===== src/rtl/hex_display_scanner.sv =====
// hex_display_scanner: scanned, double-buffered hex display driver with per-digit blanking; define HEX_SCAN_BLINK_EN for per-digit blinking
module hex_display_scanner #(
  parameter int DIGITS = 8,
  parameter int REFRESH_DIV = 50000,
  parameter int SEG_ACTIVE_LOW = 1
) (
  input  logic                  clock,
  input  logic                  reset,
  input  logic                  load,
  input  logic [4*DIGITS-1:0]   value,
  input  logic [DIGITS-1:0]     blank_mask,
  input  logic [DIGITS-1:0]     dp_mask,
  output logic [7:0]            seg_out,
  output logic [DIGITS-1:0]     digit_en,
  output logic                  pending,
  output logic                  frame_done
`ifdef HEX_SCAN_BLINK_EN
  ,
  input  logic [DIGITS-1:0]     blink_mask
`endif
);
  localparam int CW = $clog2(REFRESH_DIV);
  localparam int IW = DIGITS > 1 ? $clog2(DIGITS) : 1;
  localparam logic [CW-1:0] LAST_CNT = CW'(REFRESH_DIV - 1);
  localparam logic [IW-1:0] LAST_IDX = IW'(DIGITS - 1);
  localparam logic [7:0] SEG_OFF = SEG_ACTIVE_LOW != 0 ? 8'hFF : 8'h00;
  localparam logic [DIGITS-1:0] EN_OFF = SEG_ACTIVE_LOW != 0 ? {DIGITS{1'b1}} : {DIGITS{1'b0}};
  // active-low glyphs, nibble k at bits [8k+7:8k], DP bit kept dark
  localparam logic [127:0] HEX = 128'h8E86A1C6_83889080_F8829299_B0A4F9C0;
  typedef enum logic {BLANK, DRIVE} state_t;
  state_t state, state_nx;
  logic [CW-1:0] cnt;
  logic [IW-1:0] idx;
  logic [4*DIGITS-1:0] sh_val, act_val;
  logic [DIGITS-1:0] sh_blank, act_blank, onehot, en_nx;
  logic slot_end, boundary, dark, blink_dark;
  logic [3:0] nib;
  logic [7:0] seg_al, seg_nx;
`ifdef HEX_SCAN_BLINK_EN
  logic [DIGITS-1:0] sh_blink, act_blink;
  logic [4:0] fcnt;
  logic phase;
  always_ff @(posedge clock or negedge reset) begin
    if (!reset) begin
      sh_blink <= '0;
      act_blink <= '0;
      fcnt <= '0;
      phase <= 1'b0;
    end else begin
      if (load) sh_blink <= blink_mask;
      if (boundary && (pending || load)) act_blink <= load ? blink_mask : sh_blink;
      if (boundary) fcnt <= fcnt + 5'd1;
      if (boundary && fcnt == 5'd31) phase <= ~phase;
    end
  end
  assign blink_dark = phase & act_blink[idx];
`else
  assign blink_dark = 1'b0;
`endif
  always_comb begin
    slot_end = cnt == LAST_CNT;
    boundary = slot_end && idx == LAST_IDX;
    state_nx = slot_end ? BLANK : DRIVE;
    nib = act_val[{idx, 2'b00} +: 4];
    dark = state == BLANK || act_blank[idx] || blink_dark;
    seg_al = dark ? 8'hFF : HEX[{nib, 3'b000} +: 8] & {~dp_mask[idx], 7'h7F};
    seg_nx = SEG_ACTIVE_LOW != 0 ? seg_al : ~seg_al;
    onehot = DIGITS'(1) << idx;
    en_nx = state == BLANK ? EN_OFF : (SEG_ACTIVE_LOW != 0 ? ~onehot : onehot);
  end
  always_ff @(posedge clock or negedge reset) begin
    if (!reset) state <= BLANK;
    else state <= state_nx;
  end
  always_ff @(posedge clock or negedge reset) begin
    if (!reset) begin
      cnt <= '0;
      idx <= '0;
      sh_val <= '0;
      sh_blank <= '0;
      act_val <= '0;
      act_blank <= '0;
      pending <= 1'b0;
      frame_done <= 1'b0;
      seg_out <= SEG_OFF;
      digit_en <= EN_OFF;
    end else begin
      cnt <= slot_end ? '0 : cnt + CW'(1);
      if (slot_end) idx <= idx == LAST_IDX ? '0 : idx + IW'(1);
      if (load) begin
        sh_val <= value;
        sh_blank <= blank_mask;
      end
      // a load landing on the boundary bypasses the shadow so it is shown this frame
      if (boundary && (pending || load)) begin
        act_val <= load ? value : sh_val;
        act_blank <= load ? blank_mask : sh_blank;
      end
      pending <= !boundary && (pending || load);
      frame_done <= boundary;
      seg_out <= seg_nx;
      digit_en <= en_nx;
    end
  end
endmodule


===== config.mk =====
export PLATFORM = sky130hd
export DESIGN_NAME = hex_display_scanner
export DESIGN_NICKNAME = d
export VERILOG_FILES = /design/src/rtl/hex_display_scanner.sv
export SDC_FILE = /design/constraint.sdc
export NUM_CORES = 1
export LEC_CHECK = 0
export ABC_CLOCK_PERIOD_IN_PS = 2000
export CORE_MARGIN = 3
export CORE_UTILIZATION = 40
export DETAILED_ROUTE_END_ITERATION = 8
export DONT_BUFFER_PORTS = 1
export GPL_TIMING_DRIVEN = 0
export MAX_ROUTING_LAYER = met4
export PLACE_DENSITY_LB_ADDON = 0.1
export SLEW_MARGIN = 20
export SYNTH_ARGS = -nofsm -noshare
export SYNTH_HDL_FRONTEND = slang
export SYNTH_SLANG_ARGS = --single-unit

===== constraint.sdc =====
create_clock -name clock -period 2 [get_ports clock]
set_input_delay 0.2 -clock clock [delete_from_list [all_inputs] [get_ports clock]]
set_output_delay 0.2 -clock clock [all_outputs]
set_load 0.02 [all_outputs]

==> results.cfg <==
[status]
outcome = finished with violations
violations = negative hold slack, negative setup slack

[setup_path]
crit_path_top_delay_cell = mux4_2
crit_path_max_fanout = 5
crit_buf_inv = 3
crit_chain = buf_6 > buf_12 > mux4_2 > mux2i_4 > inv_2 > ha_2 > mux2i_1 > o221ai_2
worstPathRequired_ps = 2320
path_class = reg -> reg
critical_path_arrival_ps = 2530
worstSetupStartpointType = flip-flop
critical_path.top_delay_family = multiplexers
cp_slowest_stage_delay_ps = 560
crit_path_end_kind = flip-flop

[global_route]
grt_usage_pct = 16.6
grt_pass1_wl_um = 18200
grt_overflow = 0
grt_pass1_vias = 3380
grt_max_degree = 119
grt_antenna_before_repair = 0

[logic_synthesis]
syn_area_mm2 = 0.00533
synth_cell_type_count = 46
synth-main-ff-cell = dfrtp_1
synth_warnings = 0
synth-async-reset-ratio_pct = 100
syn_avg_cell_area_um2 = 14.7
ys_seq_elements = 118
synth-edff-count = 0
ys_seq_area_share_pct = 55.7
syn_inst = 364
synth_nets = 428

[clock_tree]
htree_levels = 4
insertion_delay_ps = 420
cts_tree = done
cts_root_buf = clkbuf_16
cts.sinks = 118
cts_max_path_buffers = 2
cts-buffers-inserted = 17
clk_pin_slew_ps = 50
holdBufCountCts = 40

[drt]
drcViolationCount = 0
ant_nets = 0
firstDrtPassIters = 7
finalWirelength_um = 11000
drt_first_iter_violations = 109
post_drt_wl_per_cell_um = 17.7
vias = 3086
vias_per_cell = 4.98

[job]
maxCapViolations = 0

[power]
power.switching_mw = 1.18
clockPowerShare_pct = 52.7
power.leakage_nw = 3.09
p_comb_share_pct = 3.7
powerDensity_mw_per_mm2 = 846
p_int_mw = 4.53
swShare_pct = 20.7
seqPwrFrac_pct = 43.6
vdd_drop_max_v = 0.000601

[timing]
whs_ps = -516
worstMarginPinSlew_ps = 664
final.setup_skew_ps = 9.08
period_share_pct = 110
grt_setup_unrepaired = yes
period_minus_slack_ps = 2210
fmax_mhz = 453
slew_headroom_pct = 55.7
finalMaxSlewViolations = 0
hold_violations = 118
setup_violations = 7
worst_slack_ps = -210

[floorplanning]
core-area_mm2 = 0.0128
fp.dieW_um = 121
die_h_um = 121
die-area_mm2 = 0.0148
ioPinCount = 69
fp-row-count = 41
start_util_pct = 41.6

[final_layout]
fin_nets = 499
utilization_pct = 52.6
drive_gt1_share_pct = 41.7
insertedDiodeCount = 0
final_cell_mix = 101 x dfrtp_1, 43 x mux2_2, 41 x mux2_4
layout_commonest_cell = dfrtp_1
syn_to_final_growth_pct = 26.6
fillers = 1103
final_area_mm2 = 0.00675
final_cells = 620

[placed_design]
dp.cells = 536
globalplace.congestion = 0.761
hpwl_um = 7120
numPortBuffers = 0
postPlaceCellArea_mm2 = 0.00557

[min_path]
hold_path_class = in -> async
-- worst paths after layout --
kind / from / slack, ps / cells past startpoint / endpoint
min in group clock: dp_mask[4] / 160 / 4 / seg_out[7]
setup reg to reg: idx[0] / -210 / 8 / seg_out[6]
setup / recovery: idx[0] / -210 / 8 / seg_out[6]
max in group asynchronous: reset / 2270 / 0 / seg_out[4]
hold reg to reg: sh_val[24] / 500 / 1 / sh_val[24]
hold / removal: reset / -520 / 0 / cnt[13]
-- kinds of logic (layout without fill, tap and decap cells) --
family	count (synthesis)	in the layout	synth area share [%]
and+or+nand+nor	73	73	7.08
muxes	100	101	26.5
adders and majority gates	13	13	3.05
DFF	118	118	55.7
xor gates and xnor gates	13	13	2.13
buffers and inverters	24	107	2.60
AOI/OAI and AO/OA	23	23	2.93
-- timing repair --
item / 4_1_cts / 5_1_grt
hold endpoints to repair: 158 / 118
buffers inserted: 9 / 2
gates resized for setup: 17 / 12
gates cloned: 1 / 0
endpoints found under the setup margin: 57 / 57
pin swaps: 10 / 4
-- synth_stat cells, drive strengths merged (2+ instances only) --
master | instances | share of area [%]
a211oi | 2 | 0.28
a21oi | 3 | 0.35
and2 | 6 | 0.75
and3 | 3 | 0.35
and4 | 2 | 0.33
buf | 13 | 1.8
clkbuf | 2 | 0.14
dfrtp | 102 | 48
dfstp | 16 | 7.9
ha | 13 | 3.0
inv | 9 | 0.63
mux2 | 83 | 20
mux2i | 7 | 1.5
mux4 | 10 | 4.5
nand2 | 20 | 1.5
nand2b | 2 | 0.23
nand3 | 9 | 0.94
nand4 | 4 | 0.47
nor2 | 16 | 1.1
nor2b | 2 | 0.23
nor3 | 5 | 0.47
o21ai | 8 | 0.75
o221ai | 3 | 0.49
or3 | 2 | 0.23
xnor2 | 6 | 0.99
xor2 | 7 | 1.1
-- metal layers --
layer  global-route usage [%]  vias to the layer above  wire, um
met3                     5.17                       16       519
met2                     24.4                       70      5040
met5                        -                        -         0
met1                     21.8                     1564      5220
li1                         -                     1436         -
met4                     6.09                        0       178
-- area by class of cell --
| cell class | count | area (um^2) | area share (%) |
|---|---|---|---|
| flip-flops and latches | 118 | 2970 | 44.1 |
| multi-input cells | 223 | 2330 | 34.5 |
| repair buffers | 51 | 487 | 7.21 |
| clock buffers | 20 | 467 | 6.91 |
| well taps | 172 | 215 | 3.19 |
| clock inverters | 12 | 126 | 1.87 |
| plain buffers | 15 | 120 | 1.78 |
| inverters | 9 | 33.8 | 0.500 |
-- metrics by stage --
step           power (mW)  hold slack [ps]  setup TNS [ps]  setup slack, ps
2_1_floorplan        2.65            -95.6            -336            -96.7
3_3_place_gp         2.68            -90.0           -6720             -425
3_5_place_dp         2.69            -91.6           -9320             -462
4_1_cts              5.77             -532            -972             -177
5_1_grt              5.90             -537           -1670             -277
6_report             5.71             -516           -1110             -210
-- registers in the layout (all words and copies together), names as in the netlist --
| name | cells |
|---|---|
| frame_done | 1 |
| pending | 1 |
| state | 1 |
| act_val | 32 |
| cnt | 16 |
| idx | 3 |
| seg_out | 8 |
| sh_blank | 8 |
| act_blank | 8 |
| digit_en | 8 |
| sh_val | 32 |
-- power by group through the flow --
stage / Clock (mW) / Sequential (mW) / Combinational, mW
after CTS: 3.06 / 2.49 / 0.214
after global routing: 3.17 / 2.50 / 0.232
final: 3.01 / 2.49 / 0.209
after global placement: 0 / 2.53 / 0.151
after detailed placement: 0 / 2.53 / 0.151
after floorplan: 0 / 2.53 / 0.122
No activity file was read; power rests on OpenSTA's default activity.
